==> src/rtl/freq_gen_pkg.sv <==
// Shared width constant and divisor type for the programmable clock divider.
package freq_gen_pkg;

  localparam int unsigned DataWidth = 8;

  typedef logic [DataWidth-1:0] div_t;

endpackage

==> src/rtl/freq_gen_counter.sv <==
// Half-period counter: counts 0..div_i-1 and pulses tc_o on the last count.
module freq_gen_counter
  import freq_gen_pkg::*;
#(
  parameter int unsigned Width = DataWidth
) (
  input  logic             clk_i,
  input  logic             rst_ni,
  input  logic [Width-1:0] div_i,
  output logic             tc_o
);

  logic [Width-1:0] cnt_q, cnt_d;
  logic             running;

  assign running = (div_i != '0);
  assign tc_o    = running && (cnt_q == div_i - Width'(1));

  // Idle and terminal count both clear, so cnt_q never exceeds div_i-1.
  always_comb begin
    cnt_d = cnt_q;
    if (!running || tc_o) begin
      cnt_d = '0;
    end else begin
      cnt_d = cnt_q + Width'(1);
    end
  end

  always_ff @(posedge clk_i or negedge rst_ni) begin
    if (!rst_ni) begin
      cnt_q <= '0;
    end else begin
      cnt_q <= cnt_d;
    end
  end

endmodule

==> src/rtl/freq_gen_core.sv <==
// Glitch-free programmable divider: 50% duty clk_out with half-period freq_sel,
// divisor reloaded only at the end of a full period.
module freq_gen_core
  import freq_gen_pkg::*;
#(
  parameter int unsigned DataWidth = freq_gen_pkg::DataWidth
) (
  input  logic                 clk_in,
  input  logic                 rst,
  input  logic [DataWidth-1:0] freq_sel,
  output logic                 clk_out
);

  logic [DataWidth-1:0] div_q, div_d;
  logic                 clk_out_q, clk_out_d;
  logic                 tc;
  logic                 idle;

  freq_gen_counter #(
    .Width (DataWidth)
  ) u_counter (
    .clk_i  (clk_in),
    .rst_ni (rst),
    .div_i  (div_q),
    .tc_o   (tc)
  );

  assign idle = (div_q == '0);

  always_comb begin
    div_d     = div_q;
    clk_out_d = clk_out_q;
    if (idle) begin
      div_d     = freq_sel;
      clk_out_d = 1'b0;
    end else if (tc) begin
      clk_out_d = ~clk_out_q;
      // Falling toggle closes the full period: the only place the divisor may change.
      if (clk_out_q) begin
        div_d = freq_sel;
      end
    end
  end

  always_ff @(posedge clk_in or negedge rst) begin
    if (!rst) begin
      div_q     <= '0;
      clk_out_q <= 1'b0;
    end else begin
      div_q     <= div_d;
      clk_out_q <= clk_out_d;
    end
  end

  assign clk_out = clk_out_q;

endmodule

==> config.mk <==
export PLATFORM = sky130hd
export DESIGN_NAME = freq_gen_core
export DESIGN_NICKNAME = d
export VERILOG_FILES = /design/src/rtl/freq_gen_pkg.sv /design/src/rtl/freq_gen_counter.sv /design/src/rtl/freq_gen_core.sv
export SDC_FILE = /design/constraint.sdc
export NUM_CORES = 1
export LEC_CHECK = 0
export ABC_AREA = 1
export BUFFER_PORTS_ARGS = -buffer_cell sky130_fd_sc_hd__buf_4
export CORE_MARGIN = 5
export CORE_UTILIZATION = 42
export DETAILED_ROUTE_END_ITERATION = 10
export SETUP_SLACK_MARGIN = 0.1
export SYNTH_ARGS = -nofsm -noshare
export SYNTH_HDL_FRONTEND = slang
export SYNTH_SLANG_ARGS = --single-unit
==> constraint.sdc <==
create_clock -name clk_in -period 1.66 [get_ports clk_in]
set_clock_uncertainty 0.15 [all_clocks]
set_input_delay 0.332 -clock clk_in [delete_from_list [all_inputs] [get_ports clk_in]]
set_output_delay 0.332 -clock clk_in [all_outputs]
set_load 0.02 [all_outputs]
**Yosys cells after proc, flatten, opt, wreduce, memory -nomap -nowiden**

Cells that the tools add are included.

- Register bits after elaboration: 17
- Input bits: 10
- Output and inout bits: 1
- Logic and storage cells: 21

- Add/sub/neg operators: 2
- Equal/unequal tests: 1
- Mux-type cells: 6
- Bitwise gates (word level): 1
- Reduce and logical (&&, ||, !) cells: 8

Operators by type and width:

| kind | number |
|---|---|
| 8-bit 2-to-1 mux | 4 |
| 8-bit by 1-bit adder with 8-bit output, second input constant | 1 |
| 8-bit == test | 1 |
| 8-bit zero test | 1 |
| 8-bit nonzero test | 1 |
| 8-bit by 1-bit subtractor with 8-bit output, second input constant | 1 |
| 2-bit nonzero test | 2 |
| 1-bit 2-to-1 mux | 2 |
| 2-bit AND reduction | 1 |
| 1-bit logical AND | 1 |
| 1-bit zero test | 1 |
| 1-bit logical OR | 1 |
| 1-bit NOT | 1 |

**Depth between registers and ports, before layout**

- Word-level depth: 5
- Gate-level depth with buffers: 14
- Depth with buffers taken out: 13

**Modules after synthesis**

From an unflattened synthesis, not the netlist that was laid out.

- Cell total of the unflattened synthesis: 161
- Area, all modules: 1127.3 sq um

Modules (own cells, without submodules):

| module | instances | cells an instance | area an instance (sq um) | seq. area each (sq um) |
|---|---|---|---|---|
| freq_gen_counter | 1 | 111 | 708.2 | 200.2 |
| freq_gen_core | 1 | 50 | 419.2 | 225.2 |

**Worst setup path before layout**

OpenSTA, ideal clock, no wires.

- Path kind: flip-flop to flip-flop
- Start: register div_q[0]
- End: register clk_out_q (netlist: clk_out)
- Setup time: 0.125 ns
- Arrival: 1.551 ns
- Data required time: 1.385 ns
- Slack: -0.166 ns
- Stages on the path, launching flop included: 13
- Path buffers: 1
- Clock period less this slack: 1.826 ns
- Cell sequence: dfrtp_1 inv_1 ha_1 nand2_1 nor2_2 nand2_1 nand2_1 nand2_1 nor2_2 nand3_4 nand2_4 buf_12 a21oi_1

- Cells in the longest elaborated chain, start to end: 4
- Elaborated cells on any way between the ends: 7
- Classes of those cells: add/sub (1); eq/ne (1); mux (1); reduce/logical (4)

Ends and longest elaborated chain:

| element | line | source |
|---|---|---|
| from (decl) | freq_gen_core.sv:14 | `logic [DataWidth-1:0] div_q, div_d;` |
| from (signal assigned) | freq_gen_core.sv:50 | `div_q <= div_d;` |
| 8-bit by 1-bit subtractor with 8-bit output | freq_gen_counter.sv:17 | `assign tc_o = running && (cnt_q == div_i - Width'(1));` |
| 8-bit == test | freq_gen_counter.sv:17 |  |
| 1-bit logical AND | freq_gen_counter.sv:17 |  |
| 2-bit nonzero test (no source line) | - |  |
| to (signal assigned) | freq_gen_core.sv:51 | `clk_out_q <= clk_out_d;` |
| to (decl) | freq_gen_core.sv:15 | `logic clk_out_q, clk_out_d;` |

Parallel ways exist; a longest one is shown, timed or not.
A chain may end at the register's enable or synchronous reset.

**Worst setup path after layout**

- Start: register div_q[0]
- End: register u_counter.cnt_q[4]

- Cells in the longest elaborated chain, start to end: 5
- Elaborated cells on any way between the ends: 7
- Classes of those cells: add/sub (1); eq/ne (1); mux (1); reduce/logical (4)

Ends and longest elaborated chain:

| element | line | source |
|---|---|---|
| 8-bit by 1-bit subtractor with 8-bit output | freq_gen_counter.sv:17 |  |
| 8-bit == test | freq_gen_counter.sv:17 |  |
| 1-bit logical AND | freq_gen_counter.sv:17 |  |
| 1-bit logical OR * | freq_gen_counter.sv:22 | `if (!running \|\| tc_o) begin` |
| 8-bit 2-to-1 mux * | freq_gen_counter.sv:22 |  |
| via u_counter.cnt_d[4] | freq_gen_counter.sv:13 | `logic [Width-1:0] cnt_q, cnt_d;` |
| to (signal assigned) | freq_gen_counter.sv:33 | `cnt_q <= cnt_d;` |
| to (decl) | freq_gen_counter.sv:13 |  |

Mark *: on every way through the listed nets, which the timed path passes. The rest lies on a longest branch.

==> flow_summary.json <==
{
  "path_clk_slew_ps": 100,
  "met1_usage_pct": 20.66,
  "ys_types": 23,
  "crit_path_start_kind": "flop",
  "yosysTopAreaCell": "dfrtp_1",
  "cts_buffer_depth": 2,
  "die_height_um": 60.97,
  "routed_wl_mm": 2.525,
  "drt-pass1-iter-count": 4,
  "fmax_mhz": 541.0,
  "ys_seq_area_share_pct": 38.99,
  "worst_hold_path.endpoint": "div_q[4]",
  "insertedDiodeCount": 0,
  "max_cap_violations": 0,
  "netlist_area_mm2": 0.001091,
  "p_leak_nw": 0.7039,
  "placed_cells": 190,
  "worst_pin_slew_ps": 279.7,
  "initial_core_util_pct": 44.04,
  "grt_use_met3_pct": 3.617,
  "area_delta_synth_final_pct": 29.36,
  "place_congestion": 0.8116,
  "hold_depth": 3,
  "timing.rr.end": "u_counter.cnt_q[4]",
  "avgSynthCellArea_um2": 7.630,
  "core_area_mm2": 0.002477,
  "antenna_found_initial": 0,
  "p_per_area_mw_per_mm2": 468.0,
  "hold_viol_final": 0,
  "violations": "negative setup slack",
  "grt_max_degree": 18,
  "use_met2_pct": 22.75,
  "worstSetupPathType": "reg2reg",
  "cp_max_fo": 4,
  "status": "finished, violations left",
  "wire_per_inst_um": 12.69,
  "fin_ws_ps": -188.4,
  "fp.dieArea_mm2": 0.003717,
  "yosysWarningCount": 0,
  "critPathMaxStageDelay_ps": 400,
  "post-route-drc-count": 0,
  "worstPathRequired_ps": 1680,
  "cts_tree": "done",
  "grt_pass1_wl_mm": 3.939,
  "vias": 998,
  "rsz0062_at_grt": "true",
  "cts_max_level": 1,
  "synth-seq-cells": 17,
  "dp.final_hpwl_mm": 1.917,
  "r2r_start": "div_q[0]",
  "final_layout_size_suffix_gt1_share_pct": 31.95,
  "top_usage_layer": "met2",
  "crit_arrival_ps": 1870,
  "portBuffers": 10,
  "synth.top_cell.area_share_pct": 38.99,
  "cpMaxStageDelayCell": "dfrtp_1",
  "min-delay-start": "freq_sel[4]",
  "cts-root-buf": "clkbuf_4",
  "viasPerCell": 5.015,
  "die_x_um": 60.97,
  "fin_hold_ws_ps": 107.8,
  "path_delay_family": "simple AND/OR/NAND/NOR gates",
  "syn-num-nets": 156,
  "gr-total-overflow": 0,
  "fin_crit_sh_pct": 111.4,
  "path_buf_inv": 2,
  "hold_class": "in2reg",
  "ant_nets": 0,
  "drtIter0Drc": 32,
  "cts_buffers": 3,
  "final_nets": 183,
  "max_slew_margin_pct": 81.21,
  "cp_cell_sequence": "inv_2 -> ha_4 -> nand2_4 -> nor2_4 -> nand2_2 -> nand2_1 -> nand2_2 -> nor2_4 -> nand3_4 -> buf_6 -> nand3_2 -> nor2_1",
  "syn-instance-count": 143,
  "clock-sinks": 17,
  "clock_latency_ps": 290,
  "synthTopCellsByArea": "dfrtp_1 39%, nand2_1 13%, nand3_1 9.6%",
  "cp-end-kind": "flop",
  "first_global_vias": 882,
  "r2r_cells": 12,
  "fin_crit_ps": 1848,
  "stdcell_count": 199,
  "gr-usage-all-layers_pct": 14.71,
  "final_max_slew_viol_count": 0,
  "row_count": 18,
  "r2r_slack_ps": -190,
  "io_pins": 11,
  "finalSetupTns_ps": -2616,
  "vdd_ir_drop_max_uv": 345.0,
  "setup_viol": 17
}
==> sequential cells by signal (all words and copies together) (netlist names) <==
signal	flops
div_q	8
clk_out	1
u_counter.cnt_q	8
==> worst min-delay path, cell delays in order <==
cell and delay, ps:
buf_4 80, nand3_1 60, nand2_1 50
==> where the power goes <==
| part | switching [mW] | internal [mW] | total, mW |
|---|---|---|---|
| registers | 0 | 0.414 | 0.414 |
| clock network | 0.126 | 0.0934 | 0.219 |
| logic | 0.0122 | 0.0150 | 0.0272 |
==> routing by layer <==
metal	wire length, um	up-vias
met4	27	0
met2	1204	11
met5	0	-
li1	-	509
met3	68	4
met1	1224	474
==> placed cells by master, fill, tap and decap left out, types with 4 or more instances in the layout <==
cell | netlist | routed
nand2_1 | 38 | 32
buf_4 | 0 | 21
nand3_1 | 21 | 17
dfrtp_1 | 17 | 17
nor2_1 | 18 | 16
inv_1 | 15 | 13
nand2_2 | 2 | 7
nand3_2 | 2 | 6
nor2_4 | 2 | 5
xor2_1 | 4 | 4
==> cell families (layout without fill, tap and decap cells) <==
family | after synthesis | after routing | share of synthesized area, %
and+or+nand+nor | 96 | 97 | 43.23
adders and majority gates | 3 | 3 | 3.441
DFF | 17 | 17 | 38.99
buffers and inverters | 17 | 42 | 7.339
xor gates and xnor gates | 7 | 7 | 5.619
AOI/OAI and AO/OA | 3 | 3 | 1.375
==> synthesized netlist by cell type <==
cell type,instances
a21oi_1,1
buf_1,1
buf_12,1
dfrtp_1,17
ha_1,3
inv_1,15
nand2_1,38
nand2_2,2
nand2_4,1
nand3_1,21
nand3_2,2
nand3_4,1
nand4_1,2
nand4_2,1
nor2_1,18
nor2_2,4
nor2_4,2
nor3_1,3
nor3b_1,1
o21ai_0,1
o21ai_1,1
xnor2_1,3
xor2_1,4
==> final cells by class <==
cell class / count / area, um^2
Timing Repair Buffer: 23 / 178.9
Multi-Input combinational cell: 110 / 686.9
Clock buffer: 4 / 26.28
Tap cell: 30 / 37.54
Inverter: 15 / 56.30
Sequential cell: 17 / 425.4
Fill cell: 238 / 1066
==> stage by stage <==
stage                     area [um^2]  total power [mW]  setup WS [ps]  util [%]
after floorplan                  1116            0.4222         -69.76         -
after detailed placement         1272            0.4476         -175.1     51.36
after global placement           1272            0.4469         -194.8     51.36
after global routing             1411            0.6916         -318.1     56.97
after CTS                        1344            0.6740         -150.9     54.24
final                            1411            0.6604         -188.4     56.97
==> worst max path at each step <==
stage	end	slack, ps	startpoint	depth (start not counted)
floorplan	clk_out	-70	div_q[0]	10
global placement	div_q[1]	-190	div_q[0]	11
detailed placement	div_q[2]	-180	div_q[1]	11
CTS	u_counter.cnt_q[4]	-150	div_q[0]	12
global route	u_counter.cnt_q[4]	-320	div_q[0]	12
finish	u_counter.cnt_q[4]	-190	div_q[0]	12
==> what timing repair did <==
item                                    4_1_cts  5_1_grt
gates cloned                                  0        1
hold buffers                                  1        0
endpoints found under the setup margin       17       17
resized for setup                             5       10
pin swaps                                     2       17
setup buffers                                 1        2
hold endpoints to repair                     17        0
Power figures use the tool's default switching activity.
